`src/rtl/pcreg_pkg.sv`:
```
// pcreg_pkg: CPU-wide program-counter width and reset vector
package pcreg_pkg;
   localparam int PC_WIDTH = 32;
   localparam logic [31:0] RESET_VECTOR = 32'h0000_0000;
endpackage

```
`src/rtl/pcreg_dffe.sv`:
```
// pcreg_dffe: 1-bit D flip-flop with synchronous active-high reset and load enable
// clk: clock, rst: sync reset to RST_VAL, ena: load enable, d: next bit, q: stored bit
import pcreg_pkg::*;
module pcreg_dffe #(
   parameter logic RST_VAL = RESET_VECTOR[0]
) (
   input  logic clk,
   input  logic rst,
   input  logic ena,
   input  logic d,
   output logic q
);
   logic q_q, q_d;
   always_comb q_d = rst ? RST_VAL : ena ? d : q_q;
   always_ff @(posedge clk) q_q <= q_d;
   assign q = q_q;
endmodule

```
`src/rtl/pcreg.sv`:
```
// pcreg: WIDTH-bit program-counter register built from per-bit enabled flops
// clk: clock, rst: sync reset to RESET_VALUE, ena: load enable,
// data_in: next PC, data_out: current PC (registered)
import pcreg_pkg::*;
module pcreg #(
   parameter int WIDTH = PC_WIDTH,
   parameter logic [WIDTH-1:0] RESET_VALUE = WIDTH'(RESET_VECTOR)
) (
   input  logic             clk,
   input  logic             rst,
   input  logic             ena,
   input  logic [WIDTH-1:0] data_in,
   output logic [WIDTH-1:0] data_out
);
   for (genvar i = 0; i < WIDTH; i++) begin : g_bit
      pcreg_dffe #(.RST_VAL(RESET_VALUE[i])) u_dffe (
         .clk(clk),
         .rst(rst),
         .ena(ena),
         .d  (data_in[i]),
         .q  (data_out[i])
      );
   end
endmodule

```
`config.mk`:
```
export PLATFORM = sky130hd
export DESIGN_NAME = pcreg
export DESIGN_NICKNAME = d
export VERILOG_FILES = /design/src/rtl/pcreg_pkg.sv /design/src/rtl/pcreg_dffe.sv /design/src/rtl/pcreg.sv
export SDC_FILE = /design/constraint.sdc
export NUM_CORES = 1
export LEC_CHECK = 0
export ABC_AREA = 1
export CORE_UTILIZATION = 42
export DETAILED_ROUTE_END_ITERATION = 12
export MAX_ROUTING_LAYER = met4
export PLACE_DENSITY = 0.79
export SETUP_SLACK_MARGIN = 0.5
export SLEW_MARGIN = 0
export SYNTH_ARGS = -nofsm -noshare
export SYNTH_HDL_FRONTEND = slang
export SYNTH_SLANG_ARGS = --single-unit
```
`constraint.sdc`:
```
create_clock -name clk -period 0.8 [get_ports clk]
set_input_delay 0.08 -clock clk [delete_from_list [all_inputs] [get_ports clk]]
set_output_delay 0.08 -clock clk [all_outputs]
set_load 0.1 [all_outputs]
```
==> impl.org <==
** Timing
- Max Freq :: about 1100 MHz
- Unrepaired setup endpoints after global routing :: true
- The worst path in the final design needs a cycle of between 0.9 and 1 ns, including I/O delays and setup.
- Share of the clock period used by the worst path after layout :: 113%
- Total negative setup slack :: -2.91 ns
- Max transition margin :: approximately nine tenths
- Clock skew on the completed layout was measured at 0 ns.
- The count of final max-slew check failures is 0.
- Across all hold checks on the routed design, the worst slack comes to roughly 0.16 ns.
- At the pin with the least slew margin, the transition time is between 0.15 and 0.2 ns.
- Final worst setup slack :: -0.104 ns
- The number of failing hold endpoints at the final stage is 0.
- Setup violations remaining at the end of the flow were counted as 32.

** Power
- Fraction of power consumed by combinational cells :: 37.4%
- In this run the static leakage power is ~1.3 nW.
- Clk network pwr share :: 25.3%
- Cell internal power dissipation :: about 3.2 mW
- Proportion of power drawn by flip-flops and latches :: between 30 and 40%
- Power consumption :: around 5.0 mW
- P per Cell Area :: around 1900 mW/mm^2
- The analysis attributes to net switching a power of 1.79 mW.
- Net switching is 36.1% of the power.
- VDD IR max :: roughly 1.1 mV

** Logic synthesis
- The largest total area in the synthesized netlist belongs to dfxtp_1.
- Dividing the synthesized area by the synthesized cell count gives 6.72 sq um.
- Number of nets in the synthesized netlist :: 270
- During synthesis, Yosys emitted a total of 0 warnings.
- Summing the sequential cell areas from Yosys gives between 40% and 50% of the chip area.
- Syn Inst Count :: between 200 and 250
- Number of unique standard cell types used by synthesis :: 7
- Summed over its instances, the top area cell type makes up 40.6% of the synthesized netlist area.
- FF+latch count, synth :: 32
- In this run the cell area of the synthesized design comes to between 0.0015 and 0.002 sq mm.
- Cell types occupying the most area after synthesis :: dfxtp_1, buf_4, nand2_1

** Critical path
- Critical path endpoint category :: primary output
- Of all nets on the critical path, the largest fanout is 2.
- At the worst endpoint, the required time is approximately 0.72 ns.
- Arr. time, crit path :: between 0.8 and 0.9 ns
- In this design, the largest share of critical-path delay is due to flip-flops.
- Startpoint kind of the worst setup timing path :: flop
- Delay of the slowest cell on the worst path :: about 0.36 ns
- Among all stages on the critical path, the largest delay is contributed by dfxtp_2.
- The critical path in this run is classified as flop to primary output.
- Critical path, cell by cell :: buf_12
- Counting both buffers and inverters, the worst setup path holds a total of 1.

** Die
- Core Rows :: 21
- Top Ports :: 67
- Total die area :: between 0.004 and 0.005 sq mm
- In this run the vertical extent of the chip is between 60 and 70 um.
- The core region is about 0.0035 sq mm.
- In this run the horizontal extent of the chip is 63.3 um.
- For this configuration, the core starts out at a cell density of 45.5%.

** Cells and area
- The register with the most flip-flops in the layout has 32 of them.
- Number of nets in the final layout :: 309
- 0 antenna diodes ended up in the layout.
- Fraction of final layout cells with drive strength greater than 1 :: roughly two fifths
- Area growth, synth to finish :: 69.0%
- The count of cells in the finished layout, fillers not included, comes to between 300 and 400.

** Route
- Dividing the detail-routed wire length by the instance count gives 10.9 um.
- The final route contains ~1.3k vias.
- In this run, the number of DRC markers left after iteration 0 of detailed routing was 37.
- After detailed routing, the number of vias per cell comes to between 4 and 5.
- Detailed-routing iteration count for the pre-antenna-repair pass :: 4
- After detailed routing, the total wire length is ~3500 um.
- After detailed routing, the number of remaining DRC violations is 0.
- Remaining antenna violation count :: 0

** Clocking
- Worst-skew pair later-pin latency :: 0.28 ns
- The number of clock buffers added by TritonCTS is 5.
- Longest Clk Path Bufs :: 2
- Root buffer cell :: clkbuf_8
- The H-tree was split into 2 levels.
- Clock-pin slew on the worst setup and hold paths :: 0.06 ns
- Number of clock sinks seen by CTS :: 32
- Hold-fix buffers, CTS :: 0
- TritonCTS built the clock tree.

** Flow run
- Across the run, the number of max-cap violations was 0.

** Global route
- The first global-routing pass estimated 5550 um of wire.
- Global routing finished with a remaining overflow of 0.
- Entering global routing, the biggest net connects 25 pins.
- Initial antenna violation count :: 0
- The via count of the first global-routing pass came to around 1.2k.
- Global routing consumed, over all layers together, between 10% and 20% of the routing resources.

** Placed design
- During placement, the flow inserted port buffers numbering 66.
- Placed insts :: approximately 300
- At the end of routability-driven placement, the weighted congestion stood at 0.690.
- Once detailed placement completed, the half-perimeter wirelength came to 2280 um.

** Status
- The final reports fail on negative setup slack.
- The run finished, with violations left.

** Hold path
- Kind of path behind the tightest hold check :: input port to flop
## cell usage in the layout, fill, tap and decap left out
| cell type | count |
|---|---|
| buf_12 | 36 |
| buf_16 | 3 |
| buf_2 | 1 |
| buf_6 | 1 |
| clkbuf_1 | 2 |
| clkbuf_8 | 6 |
| clkdlybuf4s15_1 | 1 |
| clkdlybuf4s50_1 | 28 |
| dfxtp_2 | 27 |
| dfxtp_4 | 5 |
| dlygate4sd2_1 | 3 |
| dlymetal6s2s_1 | 1 |
| inv_1 | 32 |
| inv_4 | 1 |
| nand2_1 | 52 |
| nand2_2 | 12 |
| nor2_1 | 49 |
| nor2_2 | 14 |
| nor2_4 | 1 |
## per-stage QoR
| stage | cell area [sq um] | worst slack [ns] | utilization (%) |
|---|---|---|---|
| after floorplan | 2070 | 0.224 | - |
| after detailed placement | 2430 | -0.231 | 70.0 |
| final | 2670 | -0.104 | 76.9 |
| after global routing | 2670 | -0.131 | 76.9 |
| after CTS | 2610 | -0.102 | 75.3 |
| after global placement | 2430 | -0.178 | 70.0 |
## cell type report
cell class              instances  area [sq um]
flip-flops and latches         32           693
multi-input cells             128           553
clock buffers                   8          90.1
well taps                      46          57.6
inverters                      33           126
fillers                       261           800
repair buffers                 74          1150
## final timing paths
kind | startpoint | endpoint | slack [ns] | cells past startpoint
setup / recovery | g_bit[2].u_dffe.q$_SDFFE_PP0P_ | data_out[2] | -0.10 | 1
hold / removal | data_in[7] | g_bit[7].u_dffe.q$_SDFFE_PP0P_ | 0.16 | 5
setup reg to reg | g_bit[14].u_dffe.q$_SDFFE_PP0P_ | g_bit[14].u_dffe.q$_SDFFE_PP0P_ | 0.12 | 3
hold reg to reg | g_bit[1].u_dffe.q$_SDFFE_PP0P_ | g_bit[1].u_dffe.q$_SDFFE_PP0P_ | 0.48 | 2
## layer usage
| metal | global-route usage [%] | vias to the layer above | wire length, um |
|---|---|---|---|
| met5 | - | - | 0 |
| met4 | 5.97 | 0 | 44 |
| met3 | 6.34 | 6 | 182 |
| met2 | 33.5 | 41 | 1820 |
| met1 | 19.8 | 588 | 1430 |
| li1 | - | 712 | - |
## Yosys cell counts
cell / count
dfxtp_1: 32
buf_2: 3
buf_6: 7
nor2_1: 64
nand2_1: 64
buf_4: 32
inv_1: 33
## cells by family (layout without fill, tap and decap cells)
group / Yosys count / after routing / synth area share, %
and+or+nand+nor: 128 / 128 / 30.4
buffers and inverters: 75 / 115 / 29.0
DFF: 32 / 32 / 40.6
## what timing repair did
action / in CTS / in global routing
resized for setup: 11 / 22
setup endpoints to repair: 64 / 64
pin swaps: 48 / 9
gates cloned: 3 / 0
setup buffers: 1 / 0
## power groups by stage
stage / clock network (mW) / logic (mW) / registers [mW]
floorplan: 0 / 1.56 / 1.87
global route: 1.39 / 1.93 / 1.86
CTS: 1.28 / 1.84 / 1.85
global placement: 0 / 1.75 / 1.88
finish: 1.26 / 1.85 / 1.85
detailed placement: 0 / 1.77 / 1.88
(Power assumes the default switching activity.)
